[src/rtl/alu_muldiv_r32_if.sv]
// Request/result channel between issue/writeback logic and the RV32 mul/div execute unit.
interface alu_muldiv_r32_if #(parameter int dataW = 32);
   logic             in_valid;
   logic             in_ready;
   logic             mext;
   logic [3:0]       alucode;
   logic [2:0]       funct3;
   logic [dataW-1:0] A;
   logic [dataW-1:0] B;
   logic             out_valid;
   logic [dataW-1:0] result;

   modport master (
      output in_valid, mext, alucode, funct3, A, B,
      input  in_ready, out_valid, result
   );

   modport slave (
      input  in_valid, mext, alucode, funct3, A, B,
      output in_ready, out_valid, result
   );
endinterface

[src/rtl/alu_muldiv_r32.sv]
// RV32 execute unit: registered base ALU ops plus iterative radix-2 M-extension
// multiply (shift-add) and restoring divide, one bit per cycle.
module alu_muldiv_r32 #(
   parameter int dataW = 32
) (
   input  logic            clk,
   input  logic            nReset,
   input  logic            flush,
   alu_muldiv_r32_if.slave bus
);
   localparam int cntW = $clog2(dataW) + 1;
   localparam int shW  = $clog2(dataW);
   localparam logic [cntW-1:0]  CNT_LAST = cntW'(dataW - 1);
   localparam logic [dataW-1:0] MOST_NEG = {1'b1, {(dataW-1){1'b0}}};

   localparam logic [3:0] ALU_ADD  = 4'd0;
   localparam logic [3:0] ALU_SLT  = 4'd1;
   localparam logic [3:0] ALU_SLTU = 4'd2;
   localparam logic [3:0] ALU_AND  = 4'd3;
   localparam logic [3:0] ALU_OR   = 4'd4;
   localparam logic [3:0] ALU_XOR  = 4'd5;
   localparam logic [3:0] ALU_SSL  = 4'd6;
   localparam logic [3:0] ALU_SSR  = 4'd7;
   localparam logic [3:0] ALU_SRA  = 4'd8;
   localparam logic [3:0] ALU_CPY  = 4'd9;

   localparam logic [2:0] F_MUL    = 3'b000;
   localparam logic [2:0] F_MULH   = 3'b001;
   localparam logic [2:0] F_MULHSU = 3'b010;
   localparam logic [2:0] F_DIV    = 3'b100;
   localparam logic [2:0] F_REM    = 3'b110;

   typedef enum logic [1:0] {IDLE = 2'd0, RUN = 2'd1, DONE = 2'd2} state_t;

   function automatic logic [dataW-1:0] base_alu(input logic [3:0]       code,
                                                 input logic [dataW-1:0] a,
                                                 input logic [dataW-1:0] b);
      logic signed [dataW-1:0] a_s;
      logic signed [dataW-1:0] b_s;
      logic [shW-1:0]          sh;
      logic [dataW-1:0]        res;
      a_s = a;
      b_s = b;
      sh  = b[shW-1:0];
      case (code)
         ALU_ADD:  res = a + b;
         ALU_SLT:  res = dataW'(a_s < b_s);
         ALU_SLTU: res = dataW'(a < b);
         ALU_AND:  res = a & b;
         ALU_OR:   res = a | b;
         ALU_XOR:  res = a ^ b;
         ALU_SSL:  res = a << sh;
         ALU_SSR:  res = a >> sh;
         ALU_SRA:  res = a_s >>> sh;
         ALU_CPY:  res = b;
         default:  res = '0;
      endcase
      return res;
   endfunction

   function automatic logic [dataW-1:0] cond_neg(input logic n, input logic [dataW-1:0] v);
      return n ? -v : v;
   endfunction

   state_t                    state_q, state_d;
   logic [cntW-1:0]           cnt_q, cnt_d;
   logic [dataW-1:0]          hi_q, hi_d;
   logic [dataW-1:0]          lo_q, lo_d;
   logic [dataW-1:0]          opb_q, opb_d;
   logic [2:0]                f3_q, f3_d;
   logic                      neg_q, neg_d;
   logic [dataW-1:0]          result_q, result_d;
   logic                      out_valid_q, out_valid_d;

   logic                      accept;
   logic                      a_neg, b_neg, sgn_a, sgn_b, neg_acc;
   logic [dataW-1:0]          mag_a, mag_b;
   logic                      div_zero, div_ovf, special;
   logic [dataW-1:0]          special_res;
   logic [dataW:0]            mul_sum, div_trial;
   logic                      div_ok;
   logic [dataW-1:0]          it_hi, it_lo;
   logic [2*dataW-1:0]        prod, prod_fix;
   logic [dataW-1:0]          fin_res;

   assign accept = bus.in_valid & bus.in_ready & ~flush;

   // Accept-time decode: operand magnitudes, final sign, divide special cases.
   always_comb begin
      a_neg   = bus.A[dataW-1];
      b_neg   = bus.B[dataW-1];
      sgn_a   = 1'b0;
      sgn_b   = 1'b0;
      neg_acc = 1'b0;
      case (bus.funct3)
         F_MULH:   begin sgn_a = 1'b1; sgn_b = 1'b1; neg_acc = a_neg ^ b_neg; end
         F_MULHSU: begin sgn_a = 1'b1;               neg_acc = a_neg;         end
         F_DIV:    begin sgn_a = 1'b1; sgn_b = 1'b1; neg_acc = a_neg ^ b_neg; end
         F_REM:    begin sgn_a = 1'b1; sgn_b = 1'b1; neg_acc = a_neg;         end
         default:  ;
      endcase
      mag_a    = cond_neg(sgn_a & a_neg, bus.A);
      mag_b    = cond_neg(sgn_b & b_neg, bus.B);
      div_zero = bus.funct3[2] && (bus.B == '0);
      div_ovf  = bus.funct3[2] && !bus.funct3[0] && (bus.A == MOST_NEG) && (bus.B == '1);
      special  = bus.mext && (div_zero || div_ovf);
      if (div_zero) special_res = bus.funct3[1] ? bus.A : '1;
      else          special_res = bus.funct3[1] ? '0 : bus.A;
   end

   // One iteration: multiplier/dividend shifts through lo_q, partial result in hi_q.
   always_comb begin
      mul_sum   = {1'b0, hi_q} + (lo_q[0] ? {1'b0, opb_q} : '0);
      div_trial = {hi_q, lo_q[dataW-1]} - {1'b0, opb_q};
      div_ok    = ~div_trial[dataW];
      if (f3_q[2]) begin
         it_hi = div_ok ? div_trial[dataW-1:0] : {hi_q[dataW-2:0], lo_q[dataW-1]};
         it_lo = {lo_q[dataW-2:0], div_ok};
      end else begin
         it_hi = mul_sum[dataW:1];
         it_lo = {mul_sum[0], lo_q[dataW-1:1]};
      end
      prod     = {it_hi, it_lo};
      prod_fix = neg_q ? -prod : prod;
      if (f3_q[2])            fin_res = f3_q[1] ? cond_neg(neg_q, it_hi) : cond_neg(neg_q, it_lo);
      else if (f3_q == F_MUL) fin_res = prod_fix[dataW-1:0];
      else                    fin_res = prod_fix[2*dataW-1:dataW];
   end

   always_ff @(posedge clk or negedge nReset) begin
      if (!nReset) state_q <= IDLE;
      else         state_q <= state_d;
   end

   always_comb begin
      state_d = state_q;
      case (state_q)
         IDLE:    if (accept) state_d = (!bus.mext || special) ? DONE : RUN;
         RUN:     if (cnt_q == CNT_LAST) state_d = DONE;
         DONE:    state_d = IDLE;
         default: state_d = IDLE;
      endcase
      if (flush) state_d = IDLE;
   end

   always_comb begin
      bus.in_ready = (state_q == IDLE);
   end

   assign bus.out_valid = out_valid_q;
   assign bus.result    = result_q;

   always_comb begin
      cnt_d       = cnt_q;
      hi_d        = hi_q;
      lo_d        = lo_q;
      opb_d       = opb_q;
      f3_d        = f3_q;
      neg_d       = neg_q;
      result_d    = result_q;
      out_valid_d = 1'b0;
      if (!flush) begin
         case (state_q)
            IDLE: if (accept) begin
               cnt_d = '0;
               f3_d  = bus.funct3;
               neg_d = neg_acc;
               hi_d  = '0;
               lo_d  = mag_a;
               opb_d = mag_b;
               if (!bus.mext) begin
                  result_d    = base_alu(bus.alucode, bus.A, bus.B);
                  out_valid_d = 1'b1;
               end else if (special) begin
                  result_d    = special_res;
                  out_valid_d = 1'b1;
               end
            end
            RUN: begin
               hi_d = it_hi;
               lo_d = it_lo;
               if (cnt_q == CNT_LAST) begin
                  result_d    = fin_res;
                  out_valid_d = 1'b1;
               end else begin
                  cnt_d = cnt_q + cntW'(1);
               end
            end
            default: ;
         endcase
      end
   end

   always_ff @(posedge clk or negedge nReset) begin
      if (!nReset) begin
         cnt_q       <= '0;
         hi_q        <= '0;
         lo_q        <= '0;
         opb_q       <= '0;
         f3_q        <= '0;
         neg_q       <= 1'b0;
         result_q    <= '0;
         out_valid_q <= 1'b0;
      end else begin
         cnt_q       <= cnt_d;
         hi_q        <= hi_d;
         lo_q        <= lo_d;
         opb_q       <= opb_d;
         f3_q        <= f3_d;
         neg_q       <= neg_d;
         result_q    <= result_d;
         out_valid_q <= out_valid_d;
      end
   end
endmodule

[src/flat_wrapper.sv]
// flat-port wrapper written by rule: the top's interface ports become plain ports
module alu_muldiv_r32_flat 
#(
   parameter int dataW = 32
)
  (clk, nReset, flush, bus_in_valid, bus_mext, bus_alucode, bus_funct3, bus_A, bus_B, bus_in_ready, bus_out_valid, bus_result);
  alu_muldiv_r32_if #(.dataW(dataW)) bus_i ();
  input  logic clk;
  input  logic nReset;
  input  logic flush;
  input wire logic [$bits(bus_i.in_valid)-1:0] bus_in_valid;
  input wire logic [$bits(bus_i.mext)-1:0] bus_mext;
  input wire logic [$bits(bus_i.alucode)-1:0] bus_alucode;
  input wire logic [$bits(bus_i.funct3)-1:0] bus_funct3;
  input wire logic [$bits(bus_i.A)-1:0] bus_A;
  input wire logic [$bits(bus_i.B)-1:0] bus_B;
  output wire logic [$bits(bus_i.in_ready)-1:0] bus_in_ready;
  output wire logic [$bits(bus_i.out_valid)-1:0] bus_out_valid;
  output wire logic [$bits(bus_i.result)-1:0] bus_result;
  assign bus_i.in_valid = bus_in_valid;
  assign bus_i.mext = bus_mext;
  assign bus_i.alucode = bus_alucode;
  assign bus_i.funct3 = bus_funct3;
  assign bus_i.A = bus_A;
  assign bus_i.B = bus_B;
  assign bus_in_ready = bus_i.in_ready;
  assign bus_out_valid = bus_i.out_valid;
  assign bus_result = bus_i.result;
  alu_muldiv_r32 #(.dataW(dataW)) u_core (.clk(clk), .nReset(nReset), .flush(flush), .bus(bus_i));
endmodule
[config.mk]
export PLATFORM = sky130hd
export DESIGN_NAME = alu_muldiv_r32_flat
export DESIGN_NICKNAME = d
export VERILOG_FILES = /design/src/rtl/alu_muldiv_r32_if.sv /design/src/rtl/alu_muldiv_r32.sv /design/src/flat_wrapper.sv
export SDC_FILE = /design/constraint.sdc
export NUM_CORES = 1
export LEC_CHECK = 0
export ABC_AREA = 1
export CORE_UTILIZATION = 40
export DETAILED_ROUTE_END_ITERATION = 10
export PLACE_DENSITY = 0.66
export SYNTH_ARGS = -nofsm -noshare
export SYNTH_HDL_FRONTEND = slang
export SYNTH_SLANG_ARGS = --single-unit
[constraint.sdc]
create_clock -name clk -period 8.3 [get_ports clk]
set_input_delay 0.83 -clock clk [delete_from_list [all_inputs] [get_ports clk]]
set_output_delay 0.83 -clock clk [all_outputs]
set_load 0.05 [all_outputs]
==> flow_metrics.env <==
export IMPL_numCtsBuffers=17
export IMPL_crit_path_max_fanout=55
export IMPL_nFillCells=6948
export IMPL_ys_seq_elements=141
export IMPL_ir_drop_uv=161
export IMPL_setup_slack_ps=2640
export IMPL_ys_seq_area_frac=0.139
export IMPL_yosys_area_top_type="nand2_1"
export IMPL_overflow=0
export IMPL_gr_usage_all_layers=0.422
export IMPL_drive_gt1_frac=0.0618
export IMPL_syn_cell_area_um2=25300
export IMPL_clkTransAtPathRegs_ps=70
export IMPL_ys_top_cells_by_area="nand2_1 19%, dfrtp_1 14%, inv_1 8.6%"
export IMPL_cts_hold_fix_buffers=0
export IMPL_static_leakage_power_nw=14.0
export IMPL_core_um2=62100
export IMPL_drtPass1Iterations=6
export IMPL_startpoint_type="input port"
export IMPL_timing_reg2reg_setup_slack_ps=2660
export IMPL_syn_nets=4738
export IMPL_ys_flop_type="dfrtp_1"
export IMPL_diodes=0
export IMPL_die_area_um2=64300
export IMPL_async_reset_ff_frac=1.00
export IMPL_ioPinCount=110
export IMPL_tightest_slew_ps=1540
export IMPL_worst_r2r_cell_count=30
export IMPL_drc=0
export IMPL_yosysUniqueCellTypes=71
export IMPL_p_per_area_nw_per_um2=260
export IMPL_area_delta_synth_final_pct=9.57
export IMPL_cts_root_buffer="clkbuf_16"
export IMPL_final_nets=4735
export IMPL_outcome="finished, violations left"
export IMPL_die_w_um=254
export IMPL_synth_top_area_frac=0.194
export IMPL_path_class="in -> reg"
export IMPL_syn_area_per_cell_um2=5.63
export IMPL_synth_edf_count=0
export IMPL_timing_final_crit_share=0.682
export IMPL_maxSlewViolCount=2
export IMPL_grt_max_degree=72
export IMPL_fin_skew_ps=24.2
export IMPL_grt_pass1_wl_um=198000
export IMPL_cts_tree="built"
export IMPL_synthCells=4492
export IMPL_h_tree_depth=4
export IMPL_clk_insertion_delay_late_ps=480
export IMPL_slew_headroom=-0.0373
export IMPL_fin_setup_tns_ps=0
export IMPL_max_freq_ghz=0.177
export IMPL_cp_required_ps=8660
export IMPL_portBuffers=109
export IMPL_hp_class="in -> async"
export IMPL_hold_viol=0
export IMPL_initial_core_util=0.408
export IMPL_cts_resized=0
export IMPL_post_cts_buffers=0
export IMPL_wl_per_cell_um=25.6
export IMPL_maxCapViolations=1
export IMPL_first_global_vias=29455
export IMPL_reg2reg_from="u_core.opb_q[0]"
export IMPL_hpwl_um=109000
export IMPL_cp_end_kind="flop"
export IMPL_failed_checks="capacitance limit, slew limit"
export IMPL_antenna_found_initial=6
export IMPL_fin_util=0.447
export IMPL_cp_arrival_ps=6020
export IMPL_timing_rr_end="u_core.bus.result[2]"
export IMPL_post_route_min_period_ps=5660
export IMPL_die_h_um=254
export IMPL_setup_violations=0
export IMPL_synth_warnings=0
export IMPL_rows=91
export IMPL_clkSinkCount=141
export IMPL_dp_slack_ps=2330
export IMPL_wl_um=137000
export IMPL_viasPerCell=5.90
export IMPL_drtIter0Drc=3754
export IMPL_vias=31516
export IMPL_gp_congestion=1.10
export IMPL_ctsLongestPathBuffers=2
export IMPL_ant_nets=0
export IMPL_grt_setup_unrepaired="no"
==> logic make-up (layout without fill, tap and decap cells) <==
| kind of cell | Yosys count | count (layout) | share of synthesized area |
|---|---|---|---|
| AND/OR/NAND/NOR | 2259 | 2259 | 0.384 |
| AO/OA/AOI/OAI | 1017 | 1017 | 0.232 |
| buffers and inverters | 800 | 810 | 0.123 |
| adder cells (fa/ha/maj) | 170 | 170 | 0.0849 |
| flip-flops | 141 | 141 | 0.139 |
| XOR/XNOR | 96 | 96 | 0.0332 |
| multiplexers | 9 | 9 | 0.00356 |
==> cell type report <==
type,count,area [um^2],share of cell area
flip-flops and latches,141,3530,0.127
inverters,605,2270,0.0819
clock inverters,15,185,0.00668
repair buffers,173,1570,0.0565
well taps,837,1050,0.0378
multi-input cells,3551,18700,0.674
clock buffers,17,425,0.0153
==> critical path, cell delays in order <==
cell and delay (ps):
clkdlybuf4s50_1 460, buf_4 410, clkinv_1 920, ha_1 580, nand3_1 130, nor3_2 100, nand2_1 140, nor3_2 50
nand2_1 220, nor2_2 80, nand4_1 110, nor2_2 70, nand4_2 60, buf_4 330, nand2_1 100, nand3b_2 260
nand2_4 490, inv_2 260, nand2_1 140, o21bai_1 120, nand2_1 70
==> routing by layer <==
metal | GRT usage | vias up | share of wire
met2 | 0.656 | 1693 | 0.43
met4 | 0.315 | 8 | 0.085
met5 | 0 | - | 0.00042
li1 | - | 14785 | -
met3 | 0.104 | 410 | 0.096
met1 | 0.503 | 14620 | 0.39
==> registers in the layout, indices dropped and copies added, names as in the netlist <==
name	flops
u_core.bus.result	32
u_core.bus.out_valid	1
u_core.neg_q	1
u_core.lo_q	32
u_core.f3_q	3
u_core.opb_q	32
u_core.state_q	2
u_core.cnt_q	6
u_core.hi_q	32
==> placed cells by master (no fill, tap or decap), types with 12 or more instances in the layout <==
cell             Yosys  layout
nand3_2             13      13
nor2_2              30      31
a221oi_1            17      17
o21bai_1            18      18
o211ai_1            54      54
xnor2_1             13      13
o221ai_1            25      25
nand3_1            337     337
nand4_1             39      39
buf_4                4      64
clkbuf_16            0      17
inv_1              578     574
dfrtp_1            141     139
a31oi_1             21      21
clkdlybuf4s50_1      0     107
o21ai_1             15      15
o22ai_1             41      41
nor2_1             356     354
nor4_1              25      25
a21oi_1            319     319
inv_2               17      20
o21a_1              12      12
nand3b_1            14      14
nand2_1           1308    1308
or2_2               18      18
xor2_1              83      83
ha_1               167     167
nor3_1              41      37
nand2_2             44      44
o21ai_0            405     404
==> cell usage after synthesis (7+ instances only) <==
cell type and number:
nand2_2 44, o21a_1 12, nand3_1 337, a221oi_1 17, or2_2 18, nor4_1 25
xor2_1 83, nor3_1 41, a21oi_1 319, o21ai_2 7, inv_1 578, nand2_1 1308
a21oi_2 9, a22o_1 8, nand2_4 9, o21bai_1 18, clkbuf_1 129, nand3b_1 14
inv_2 17, a21o_1 9, dfrtp_1 141, o2111ai_1 11, buf_1 30, nor2_1 356
a31oi_1 21, buf_2 25, o21ai_0 405, o22ai_1 41, a32o_1 7, mux2i_1 9
nand4_1 39, o21ai_1 15, nor2_2 30, o211ai_1 54, ha_1 167, nand3_2 13
clkinv_1 10, a211oi_1 10, xnor2_1 13, o221ai_1 25
==> power by group <==
group          switching [mW]  internal (mW)
sequential              0.268          0.877
clock                   0.399          0.408
combinational            3.79           1.46
total                    4.45           2.75
==> per-stage QoR <==
stage | total power [mW] | instance area (um^2) | hold WS (ps) | std cells
after floorplan | 4.49 | 25300 | 466 | 4492
after global placement | 6.20 | 27100 | 469 | 5307
after detailed placement | 6.20 | 27100 | 472 | 5307
after CTS | 7.03 | 27700 | 382 | 5339
after global routing | 7.67 | 27700 | 400 | 5339
final | 7.20 | 27700 | 349 | 5339
==> how the worst max path moves through the flow <==
stage	depth (start not counted)	start	slack (ps)	endpoint
finish	21	bus_B[0]	2640	u_core.bus.result[14]
global route	33	u_core.opb_q[0]	2380	u_core.bus.result[30]
CTS	21	bus_B[0]	2850	u_core.bus.result[14]
detailed placement	21	bus_B[0]	2330	u_core.bus.result[14]
global placement	22	bus_B[0]	2500	u_core.bus.result[9]
floorplan	33	u_core.opb_q[0]	4360	u_core.bus.result[30]
Note: power is estimated with default switching activity, not from simulation.
